`src/rtl/return_stack_pkg.sv`:
```
// Shared predecode codes, checkpoint record and link-address helper for the return stack.
`ifndef N_PD_BITS
`define N_PD_BITS 3
`endif

package return_stack_pkg;

  localparam int PD_W          = `N_PD_BITS;
  localparam int RS_LG_DEPTH   = 3;

  localparam logic [PD_W-1:0] PD_NONE    = 3'd0;
  localparam logic [PD_W-1:0] PD_CBR     = 3'd1;
  localparam logic [PD_W-1:0] PD_RET     = 3'd2;
  localparam logic [PD_W-1:0] PD_J       = 3'd3;
  localparam logic [PD_W-1:0] PD_JR      = 3'd4;
  localparam logic [PD_W-1:0] PD_JAL     = 3'd5;
  localparam logic [PD_W-1:0] PD_CALL    = 3'd6;
  localparam logic [PD_W-1:0] PD_POPPUSH = 3'd7;

  // Backend-side storage of a return-stack checkpoint.
  typedef struct packed {
    logic [RS_LG_DEPTH-1:0] ptr;
    logic [RS_LG_DEPTH:0]   count;
    logic [63:0]            tos;
  } ckpt_t;

  function automatic logic [63:0] link_addr(input logic [63:0] pc);
    return pc + 64'd4;
  endfunction

endpackage

```
`src/rtl/return_stack.sv`:
```
// Circular return address stack: pushes links on calls, predicts targets on returns.
// Combinational read and checkpoint outputs; one entry write per cycle; no backpressure.
`ifndef N_PD_BITS
`define N_PD_BITS 3
`endif

module return_stack
  import return_stack_pkg::*;
#(
  parameter int LG_DEPTH = 3
) (
  input  logic                  clk,
  input  logic                  reset,
  input  logic                  fetch_valid,
  input  logic [63:0]           fetch_pc,
  input  logic [`N_PD_BITS-1:0] fetch_pd,
  output logic                  pred_valid,
  output logic [63:0]           pred_target,
  output logic [LG_DEPTH-1:0]   ckpt_ptr,
  output logic [LG_DEPTH:0]     ckpt_count,
  output logic [63:0]           ckpt_tos,
  input  logic                  restore_valid,
  input  logic [LG_DEPTH-1:0]   restore_ptr,
  input  logic [LG_DEPTH:0]     restore_count,
  input  logic [63:0]           restore_tos,
  input  logic                  flush
);

  localparam int DEPTH = 2 ** LG_DEPTH;
  localparam logic [LG_DEPTH:0] FULL = {1'b1, {LG_DEPTH{1'b0}}};

  logic [63:0]         entry [DEPTH];
  logic [LG_DEPTH-1:0] tos_ptr, nxt_ptr;
  logic [LG_DEPTH:0]   count, nxt_count;
  logic                wr_en;
  logic [LG_DEPTH-1:0] wr_idx;
  logic [63:0]         wr_dat;
  logic                empty;

  assign empty       = (count == '0);
  assign pred_target = entry[tos_ptr];
  assign pred_valid  = fetch_valid & ((fetch_pd == PD_RET) | (fetch_pd == PD_POPPUSH)) & ~empty;
  assign ckpt_ptr    = tos_ptr;
  assign ckpt_count  = count;
  assign ckpt_tos    = entry[tos_ptr];

  always_comb begin
    nxt_ptr   = tos_ptr;
    nxt_count = count;
    wr_en     = 1'b0;
    wr_idx    = tos_ptr;
    wr_dat    = link_addr(fetch_pc);
    if (flush) begin
      nxt_ptr   = '0;
      nxt_count = '0;
    end else if (restore_valid) begin
      nxt_ptr   = restore_ptr;
      nxt_count = restore_count;
      wr_en     = 1'b1;
      wr_idx    = restore_ptr;
      wr_dat    = restore_tos;
    end else if (fetch_valid) begin
      // A pop+push on an empty stack degrades to a plain push.
      if ((fetch_pd == PD_JAL) || (fetch_pd == PD_CALL) ||
          ((fetch_pd == PD_POPPUSH) && empty)) begin
        nxt_ptr   = tos_ptr + 1'b1;
        nxt_count = (count == FULL) ? count : count + 1'b1;
        wr_en     = 1'b1;
        wr_idx    = tos_ptr + 1'b1;
      end else if ((fetch_pd == PD_RET) && !empty) begin
        nxt_ptr   = tos_ptr - 1'b1;
        nxt_count = count - 1'b1;
      end else if (fetch_pd == PD_POPPUSH) begin
        wr_en     = 1'b1;
      end
    end
  end

  always_ff @(posedge clk or posedge reset) begin
    if (reset) begin
      tos_ptr <= '0;
      count   <= '0;
      for (int i = 0; i < DEPTH; i++) entry[i] <= '0;
    end else begin
      tos_ptr <= nxt_ptr;
      count   <= nxt_count;
      if (wr_en) entry[wr_idx] <= wr_dat;
    end
  end

endmodule

```
`config.mk`:
```
export PLATFORM = sky130hd
export DESIGN_NAME = return_stack
export DESIGN_NICKNAME = d
export VERILOG_FILES = /design/src/rtl/return_stack_pkg.sv /design/src/rtl/return_stack.sv
export SDC_FILE = /design/constraint.sdc
export NUM_CORES = 1
export LEC_CHECK = 0
export BUFFER_PORTS_ARGS = -buffer_cell sky130_fd_sc_hd__clkbuf_2
export CAP_MARGIN = 20
export CORE_UTILIZATION = 54
export CTS_CLUSTER_DIAMETER = 100
export DETAILED_ROUTE_END_ITERATION = 10
export PLACE_DENSITY = 0.77
export SLEW_MARGIN = 10
export SYNTH_ARGS = -nofsm -noshare
export SYNTH_HDL_FRONTEND = slang
export SYNTH_SLANG_ARGS = --single-unit
```
`constraint.sdc`:
```
create_clock -name clk -period 18.86 [get_ports clk]
set_input_delay 3.772 -clock clk [delete_from_list [all_inputs] [get_ports clk]]
set_output_delay 3.772 -clock clk [all_outputs]
set_load 0.02 [all_outputs]
```
==> impl_metrics.xml, run 1 <==
<?xml version="1.0" encoding="UTF-8"?>
<metrics>
  <group name="run_status">
    <metric name="run_status" unit="">finished, final reports clean</metric>
  </group>
  <group name="logic_synthesis">
    <metric name="synth_enable_flop_cells" unit="">0</metric>
    <metric name="synthMostInstantiatedCell" unit="">sky130_fd_sc_hd__nand2_1</metric>
    <metric name="synth-warning-count" unit="">0</metric>
    <metric name="ys_types" unit="">62</metric>
    <metric name="synth_top_flop_cell" unit="">sky130_fd_sc_hd__dfrtp_1</metric>
    <metric name="synth_top_cell_area_share" unit="%">51.1</metric>
    <metric name="synth_nets" unit="">2528</metric>
    <metric name="most_frequent_cells_after_synthesis" unit="">sky130_fd_sc_hd__nand2_1, sky130_fd_sc_hd__dfrtp_1, sky130_fd_sc_hd__o21ai_0</metric>
    <metric name="synthCells" unit="">2381</metric>
    <metric name="yosys.area.top_type" unit="">sky130_fd_sc_hd__dfrtp_1</metric>
    <metric name="synthesis.area" unit="sq mm">0.0254</metric>
    <metric name="synth_area_per_cell" unit="sq um">10.7</metric>
    <metric name="synth-async-reset-ratio" unit="%">100</metric>
    <metric name="yosys_register_bits" unit="">519</metric>
    <metric name="synth.yosys.seq_area_share" unit="%">51.1</metric>
    <metric name="synth.area.top_cells" unit="">sky130_fd_sc_hd__dfrtp_1, sky130_fd_sc_hd__mux4_2, sky130_fd_sc_hd__o21ai_0</metric>
  </group>
  <group name="floorplanning">
    <metric name="initial_core_util" unit="%">54.7</metric>
    <metric name="placementRows" unit="">79</metric>
    <metric name="floorplan.io_pins" unit="">279</metric>
    <metric name="die_x" unit="um">219</metric>
    <metric name="floorplan.die_area" unit="sq mm">0.0479</metric>
    <metric name="dieHeight" unit="um">219</metric>
    <metric name="design.core.area" unit="sq mm">0.0465</metric>
  </group>
  <group name="pwr">
    <metric name="combinationalPowerShare" unit="%">26.5</metric>
    <metric name="total_switching_power" unit="W">0.00124</metric>
    <metric name="sw_frac_of_total" unit="%">31.8</metric>
    <metric name="pwr-share-clk" unit="%">29.8</metric>
    <metric name="power.sequential.fraction" unit="%">43.6</metric>
    <metric name="p_int" unit="W">0.00266</metric>
    <metric name="power.static_leakage" unit="nW">13.1</metric>
    <metric name="total_power_divided_by_cell_area" unit="mW/mm^2">136</metric>
    <metric name="peakVddDrop" unit="mV">0.0840</metric>
  </group>
  <group name="sta">
    <metric name="worst_pin_slew" unit="ps">1060</metric>
    <metric name="post-route-period-util" unit="%">43.9</metric>
    <metric name="final.setup.tns" unit="ps">0</metric>
    <metric name="worst_hold_slack" unit="ps">474</metric>
    <metric name="setup_viol" unit="">0</metric>
    <metric name="timing.final.max_slew_violations" unit="">0</metric>
    <metric name="rsz0062_at_grt" unit="">false</metric>
    <metric name="final.min_clock_period" unit="ps">8280</metric>
    <metric name="achievable-frequency" unit="MHz">121</metric>
    <metric name="hold_viol" unit="">0</metric>
    <metric name="clock_skew" unit="ps">19.4</metric>
    <metric name="timing.max_slew.rel_slack" unit="%">29.4</metric>
  </group>
  <group name="final_layout">
    <metric name="syn2layout_area_growth" unit="%">12.7</metric>
    <metric name="finish.net_count" unit="">2654</metric>
    <metric name="share_of_layout_cells_above_drive_strength_1" unit="%">24.7</metric>
  </group>
  <group name="route">
    <metric name="remaining_drc_errors" unit="">0</metric>
    <metric name="first_pass_iteration_count_of_the_detailed_router" unit="">5</metric>
    <metric name="vias_per_cell" unit="">6.23</metric>
    <metric name="drt_iter0_drc" unit="">2030</metric>
    <metric name="wirelength" unit="um">70300</metric>
    <metric name="route.vias.total" unit="">19700</metric>
    <metric name="route.antenna.remaining_nets" unit="">0</metric>
    <metric name="avgRoutedWirePerCell" unit="um">22.2</metric>
  </group>
  <group name="global_routing">
    <metric name="grt_use_total" unit="%">30.1</metric>
    <metric name="vias_in_the_first_global_route" unit="">19600</metric>
    <metric name="top_usage_layer_grt" unit="">met2</metric>
    <metric name="groute.layer.met2.usage" unit="%">48.1</metric>
    <metric name="met3_usage" unit="%">7.00</metric>
    <metric name="globalRoute.totalOverflow" unit="">0</metric>
    <metric name="initial_antenna_violation_count" unit="">9</metric>
    <metric name="groute.layer.met1.usage" unit="%">40.1</metric>
    <metric name="maximum_number_of_pins_on_one_net_before_global_route_repair" unit="">175</metric>
    <metric name="grt_first_pass_wirelength" unit="um">110000</metric>
  </group>
  <group name="clock_tree">
    <metric name="cts.root.buffer_cell" unit="">sky130_fd_sc_hd__clkbuf_16</metric>
    <metric name="cts_hold_repair.buffers" unit="">0</metric>
    <metric name="clk-insertion-delay-late" unit="ps">610</metric>
    <metric name="cts.reportedPaths.clkPinSlew" unit="ps">60</metric>
    <metric name="ctsHtreeMaxLevel" unit="">2</metric>
    <metric name="cts.repair_timing.setup_buffer_count" unit="">0</metric>
    <metric name="clock_tree.buffer_depth" unit="">3</metric>
    <metric name="post_cts.resized_instances" unit="">0</metric>
    <metric name="cts_buffers" unit="">53</metric>
    <metric name="clock_sink_count" unit="">519</metric>
    <metric name="clock_tree_from_tritoncts" unit="">done</metric>
  </group>
  <group name="place">
    <metric name="place.gp.congestion" unit="">0.943</metric>
    <metric name="dp.final_hpwl" unit="um">44500</metric>
    <metric name="buffer_ports.inserted" unit="">278</metric>
  </group>
  <group name="critical_path">
    <metric name="critical_path_arrival" unit="ps">4510</metric>
    <metric name="crit_fanout" unit="">9</metric>
    <metric name="cp.buffers_inverters" unit="">2</metric>
    <metric name="critical_path.startpoint_type" unit="">primary input</metric>
    <metric name="cp_data_required_time" unit="ps">15090</metric>
    <metric name="cp_top_family" unit="">buffers and inverters</metric>
    <metric name="crit_path_frequent_cell" unit="">sky130_fd_sc_hd__clkbuf_2</metric>
    <metric name="crit_path_cell_trace" unit="">clkbuf_2 -&gt; xor2_1 -&gt; nor3_1 -&gt; clkbuf_2</metric>
    <metric name="kind_of_critical_path" unit="">primary input to output pin</metric>
    <metric name="cpMaxStageDelayCell" unit="">sky130_fd_sc_hd__clkbuf_2</metric>
    <metric name="cp-end-kind" unit="">output pin</metric>
    <metric name="crit_path_max_incr_delay" unit="ps">200</metric>
  </group>
  <group name="run">
    <metric name="maxCapViolCount" unit="">0</metric>
  </group>
  <group name="worst_hold_path">
    <metric name="worstHoldPathType" unit="">register to register</metric>
  </group>
</metrics>
power by group through the flow:
stage,Clock [W],Sequential (W),Combinational [W]
3_5_place_dp,0,0.00171,0.00103
4_1_cts,0.00118,0.00170,0.00104
3_3_place_gp,0,0.00168,0.000991
6_report,0.00116,0.00170,0.00104
2_1_floorplan,0,0.00164,0.000845
5_1_grt,0.00122,0.00175,0.00115
per-layer routing:
| metal | wire length [um] | vias up |
|---|---|---|
| li1 | - | 8726 |
| met1 | 27800 | 9815 |
| met2 | 33400 | 984 |
| met3 | 6610 | 180 |
| met4 | 2500 | 12 |
| met5 | 75 | - |
state kept, by name, summed over array words and instances, names as in the netlist:
signal,flops
ckpt_ptr,3
entry,512
ckpt_count,4
through the flow:
step	area, sq um	setup WS (ps)	power, W	instances	util, %
5_1_grt	28600	10350	0.00412	3159	61.6
4_1_cts	28600	10540	0.00391	3156	61.5
2_1_floorplan	25400	590	0.00249	2381	-
3_3_place_gp	26600	10600	0.00267	3057	57.3
6_report	28600	10580	0.00390	3163	61.6
3_5_place_dp	26600	10600	0.00275	3057	57.3
kinds of logic after synthesis:
| logic type | share of synthesized area, % |
|---|---|
| fa+ha+maj | 0.197 |
| flops | 51.1 |
| buf+inv | 4.94 |
| mux | 15.7 |
| xor+xnor | 1.83 |
| compound gates | 13.8 |
| simple gates | 12.4 |
final cells by class:
cell class	count	area, sq um
antenna	5	12.5
clock buffer	72	1550
clock inverter	27	404
fill	3607	17800
inverter	11	48.8
multi-input combinational	1613	11200
sequential	519	13000
tap	607	759
timing repair buffer	309	1670
worst reg2reg max path, delay by kind of cell, from the launching register on:
| kind | cells | cell delay (ps) |
|---|---|---|
| compound gates | 4 | 950 |
| fa+ha+maj | 1 | 360 |
| buf+inv | 3 | 2540 |
| flops | 1 | 940 |
| simple gates | 1 | 170 |
layout by cell type (no fill, tap or decap), drive strengths merged, types with 6 or more instances in the layout:
cell type    n
bufinv      10
nand3       30
clkbuf     350
mux2i       36
a22o        36
and2         7
or4         15
a21oi       13
inv         13
nor4        18
nand4       33
xor2        35
nor2        46
nand2      530
o21ai      453
mux2        66
dfrtp      519
o31ai       40
or3          6
buf         31
nor3        15
xnor2       18
clkinv      12
o211ai      10
and3        13
mux4       128
a211oi      14
worst paths after layout:
path / start / end / cells after the start / slack [ps]
max: fetch_pd[0] / pred_valid / 4 / 10580
min in group asynchronous: reset / entry[197]$_DFFE_PP0P_ / 2 / 3340
min reg2reg: entry[25]$_DFFE_PP0P_ / entry[25]$_DFFE_PP0P_ / 2 / 470
min: entry[25]$_DFFE_PP0P_ / entry[25]$_DFFE_PP0P_ / 2 / 470
max in group asynchronous: reset / entry[250]$_DFFE_PP0P_ / 5 / 13350
max reg2reg: ckpt_ptr[0]$_DFFE_PP0P_ / entry[460]$_DFFE_PP0P_ / 9 / 13730
(Power assumes the default switching activity.)
==> run 2, diff against run 1 <==
--- a/config.mk
+++ b/config.mk
@@ -7,10 +7,10 @@
 export LEC_CHECK = 0
 export BUFFER_PORTS_ARGS = -buffer_cell sky130_fd_sc_hd__clkbuf_2
 export CAP_MARGIN = 20
-export CORE_UTILIZATION = 54
+export CORE_UTILIZATION = 59
 export CTS_CLUSTER_DIAMETER = 100
 export DETAILED_ROUTE_END_ITERATION = 10
-export PLACE_DENSITY = 0.77
+export PLACE_DENSITY = 0.8
 export SLEW_MARGIN = 10
 export SYNTH_ARGS = -nofsm -noshare
 export SYNTH_HDL_FRONTEND = slang
==> constraint.sdc (replaced) <==
create_clock -name clk -period 8.5 [get_ports clk]
set_input_delay 1.7 -clock clk [delete_from_list [all_inputs] [get_ports clk]]
set_output_delay 1.7 -clock clk [all_outputs]
set_load 0.02 [all_outputs]
==> run 2 against run 1 <==
  * Hold slack got worse by 1.0 ps
  * Clock skew increased by 7.5 ps
  * Final area fell by 0.81%
  * Cell count is 2.5% lower
  * Highest routed layer unchanged
  * Critical path depth stayed put
  * Clock power increased by 110%
  * Core utilization is 5.6 points higher
==> impl_metrics.xml, run 2 (synthesis results as in run 1) <==
<?xml version="1.0" encoding="UTF-8"?>
<metrics>
  <group name="final_layout">
    <metric name="regMostFlops" unit="">entry</metric>
    <metric name="share_of_layout_cells_above_drive_strength_1" unit="%">24.2</metric>
    <metric name="number_of_flip_flops_under_the_largest_register_name" unit="">512</metric>
    <metric name="mostFrequentLayoutCell" unit="">sky130_fd_sc_hd__nand2_1</metric>
    <metric name="finish.net_count" unit="">2647</metric>
    <metric name="layout_common_cells" unit="">sky130_fd_sc_hd__nand2_1, sky130_fd_sc_hd__dfrtp_1, sky130_fd_sc_hd__o21ai_0</metric>
    <metric name="syn2layout_area_growth" unit="%">11.8</metric>
    <metric name="final_core_util" unit="%">67.2</metric>
    <metric name="layout.filler_cells" unit="">3011</metric>
  </group>
  <group name="global_routing">
    <metric name="grt_first_pass_wirelength" unit="um">109000</metric>
    <metric name="initial_antenna_violation_count" unit="">8</metric>
    <metric name="grt_use_total" unit="%">31.9</metric>
    <metric name="maximum_number_of_pins_on_one_net_before_global_route_repair" unit="">203</metric>
    <metric name="globalRoute.totalOverflow" unit="">0</metric>
    <metric name="vias_in_the_first_global_route" unit="">19500</metric>
  </group>
  <group name="clock_tree">
    <metric name="cts_hold_repair.buffers" unit="">0</metric>
    <metric name="clk-insertion-delay-late" unit="ps">590</metric>
    <metric name="cts.reportedPaths.clkPinSlew" unit="ps">60</metric>
    <metric name="cts_buffers" unit="">51</metric>
    <metric name="clock_tree_from_tritoncts" unit="">done</metric>
    <metric name="post_cts.resized_instances" unit="">0</metric>
    <metric name="clock_tree.buffer_depth" unit="">3</metric>
    <metric name="cts.root.buffer_cell" unit="">sky130_fd_sc_hd__clkbuf_16</metric>
    <metric name="clock_sink_count" unit="">519</metric>
    <metric name="cts.repair_timing.setup_buffer_count" unit="">0</metric>
    <metric name="ctsHtreeMaxLevel" unit="">2</metric>
  </group>
  <group name="sta">
    <metric name="hold_viol" unit="">0</metric>
    <metric name="worst_pin_slew" unit="ps">1140</metric>
    <metric name="achievable-frequency" unit="MHz">198</metric>
    <metric name="clock_skew" unit="ps">26.9</metric>
    <metric name="final.min_clock_period" unit="ps">5050</metric>
    <metric name="worst_hold_slack" unit="ps">473</metric>
    <metric name="rsz0062_at_grt" unit="">false</metric>
    <metric name="post-route-period-util" unit="%">59.4</metric>
    <metric name="layout_setup_ws" unit="ps">3450</metric>
    <metric name="timing.final.max_slew_violations" unit="">0</metric>
    <metric name="setup_viol" unit="">0</metric>
    <metric name="timing.max_slew.rel_slack" unit="%">23.8</metric>
  </group>
  <group name="place">
    <metric name="buffer_ports.inserted" unit="">278</metric>
    <metric name="place.gp.congestion" unit="">0.944</metric>
    <metric name="dp.final_hpwl" unit="um">43100</metric>
    <metric name="setup_slack_at_placement" unit="ps">3250</metric>
  </group>
  <group name="run">
    <metric name="maxCapViolCount" unit="">0</metric>
  </group>
  <group name="pwr">
    <metric name="total_switching_power" unit="W">0.00270</metric>
    <metric name="power.static_leakage" unit="nW">13.0</metric>
    <metric name="combinationalPowerShare" unit="%">26.9</metric>
    <metric name="pwr-share-clk" unit="%">28.8</metric>
    <metric name="total_power_divided_by_cell_area" unit="mW/mm^2">300</metric>
    <metric name="power.sequential.fraction" unit="%">44.3</metric>
    <metric name="p_int" unit="W">0.00582</metric>
    <metric name="peakVddDrop" unit="mV">0.221</metric>
    <metric name="sw_frac_of_total" unit="%">31.7</metric>
  </group>
  <group name="worst_hold_path">
    <metric name="holdCritStartpoint" unit="">entry[18]$_DFFE_PP0P_</metric>
    <metric name="worstHoldPathType" unit="">register to register</metric>
    <metric name="timing.hold.worst_endpoint" unit="">entry[18]$_DFFE_PP0P_</metric>
    <metric name="hold_depth" unit="">2</metric>
  </group>
  <group name="critical_path">
    <metric name="crit_path_cell_trace" unit="">buf_12 -&gt; mux4_2 -&gt; mux2_2 -&gt; clkbuf_2</metric>
    <metric name="crit_path_max_incr_delay" unit="ps">1040</metric>
    <metric name="cp.buffers_inverters" unit="">2</metric>
    <metric name="crit-reg2reg-launch" unit="">ckpt_ptr[0]$_DFFE_PP0P_</metric>
    <metric name="worst_r2r_path_depth" unit="">9</metric>
    <metric name="cp-end-kind" unit="">output pin</metric>
    <metric name="reg2reg_slack" unit="ps">4240</metric>
    <metric name="kind_of_critical_path" unit="">register to output pin</metric>
    <metric name="cp_top_family" unit="">flip-flops</metric>
    <metric name="cp_data_required_time" unit="ps">6800</metric>
    <metric name="critical_path_arrival" unit="ps">3350</metric>
    <metric name="crit_fanout" unit="">82</metric>
    <metric name="cpMaxStageDelayCell" unit="">sky130_fd_sc_hd__dfrtp_4</metric>
    <metric name="critical_path.reg2reg.endpoint" unit="">entry[210]$_DFFE_PP0P_</metric>
    <metric name="critical_path.startpoint_type" unit="">register</metric>
  </group>
  <group name="floorplanning">
    <metric name="floorplan.io_pins" unit="">279</metric>
    <metric name="floorplan.die_area" unit="sq mm">0.0439</metric>
    <metric name="die_x" unit="um">209</metric>
    <metric name="dieHeight" unit="um">209</metric>
    <metric name="placementRows" unit="">75</metric>
    <metric name="design.core.area" unit="sq mm">0.0422</metric>
    <metric name="initial_core_util" unit="%">60.2</metric>
  </group>
  <group name="run_status">
    <metric name="run_status" unit="">finished, final reports clean</metric>
  </group>
  <group name="route">
    <metric name="remaining_drc_errors" unit="">0</metric>
    <metric name="first_pass_iteration_count_of_the_detailed_router" unit="">6</metric>
    <metric name="vias_per_cell" unit="">6.33</metric>
    <metric name="drt_iter0_drc" unit="">2136</metric>
    <metric name="route.antenna.remaining_nets" unit="">0</metric>
    <metric name="avgRoutedWirePerCell" unit="um">22.0</metric>
    <metric name="wirelength" unit="um">68000</metric>
    <metric name="route.vias.total" unit="">19500</metric>
  </group>
</metrics>
==> run 2: cell types whose count changed in the layout (fill, tap and decap cells not counted), sizes merged <==
| cell | change |
|---|---|
| buf | -5 |
| bufinv | -2 |
| clkbuf | +8 |
| clkinv | -7 |
| clkinvlp | -1 |
| diode | -2 |
| inv | -2 |
==> run 2: final cells by class <==
| cell class | instances | area, sq um | area share (%) |
|---|---|---|---|
| Clock buffer | 80 | 1560 | 5.48 |
| Tap cell | 539 | 674 | 2.38 |
| Multi-Input combinational cell | 1613 | 11200 | 39.4 |
| Inverter | 11 | 45.0 | 0.159 |
| Clock inverter | 15 | 293 | 1.03 |
| Sequential cell | 519 | 13000 | 45.8 |
| Timing Repair Buffer | 304 | 1640 | 5.77 |
| Antenna cell | 3 | 7.51 | 0.0264 |
==> run 2: metal layers <==
metal | vias up | routed length, um | track usage, %
met5 | - | 79 | 0
met4 | 12 | 2490 | 11.7
met3 | 194 | 6520 | 7.83
met2 | 949 | 32100 | 50.7
met1 | 9670 | 26800 | 43.0
li1 | 8702 | - | -
==> run 2: tightest hold or removal path, delay by kind of cell, from the launching register on <==
family           cells  cell delay [ps]
AO/OA/AOI/OAI        1               60
flip-flops           1              340
AND/OR/NAND/NOR      1               40
==> run 2: worst max path at each step <==
stage                                  from                   endpoint  cells after the start
global route        ckpt_ptr[0]$_DFFE_PP0P_            pred_target[35]                      4
floorplan                             reset  ckpt_count[0]$_DFFE_PP0P_                      1
finish              ckpt_ptr[1]$_DFFE_PP0P_               ckpt_tos[35]                      4
detailed placement                    flush     entry[202]$_DFFE_PP0P_                      8
global placement                      flush     entry[209]$_DFFE_PP0P_                      8
CTS                 ckpt_ptr[0]$_DFFE_PP0P_               ckpt_tos[35]                      4
==> run 2: power by group through the flow <==
| stage | combinational [W] | sequential, W | clock (W) |
|---|---|---|---|
| finish | 0.00229 | 0.00377 | 0.00246 |
| global route | 0.00254 | 0.00387 | 0.00258 |
| CTS | 0.00231 | 0.00377 | 0.00248 |
| detailed placement | 0.00229 | 0.00380 | 0 |
| global placement | 0.00220 | 0.00373 | 0 |
| floorplan | 0.00188 | 0.00365 | 0 |
==> run 2: through the flow <==
stage | instance area, sq um | power (W) | cells | TNS (ps)
CTS | 28400 | 0.00855 | 3081 | 0
detailed placement | 26500 | 0.00609 | 2986 | 0
finish | 28400 | 0.00852 | 3084 | 0
global placement | 26500 | 0.00593 | 2986 | 0
floorplan | 25400 | 0.00552 | 2381 | -129870
global route | 28400 | 0.00899 | 3082 | 0
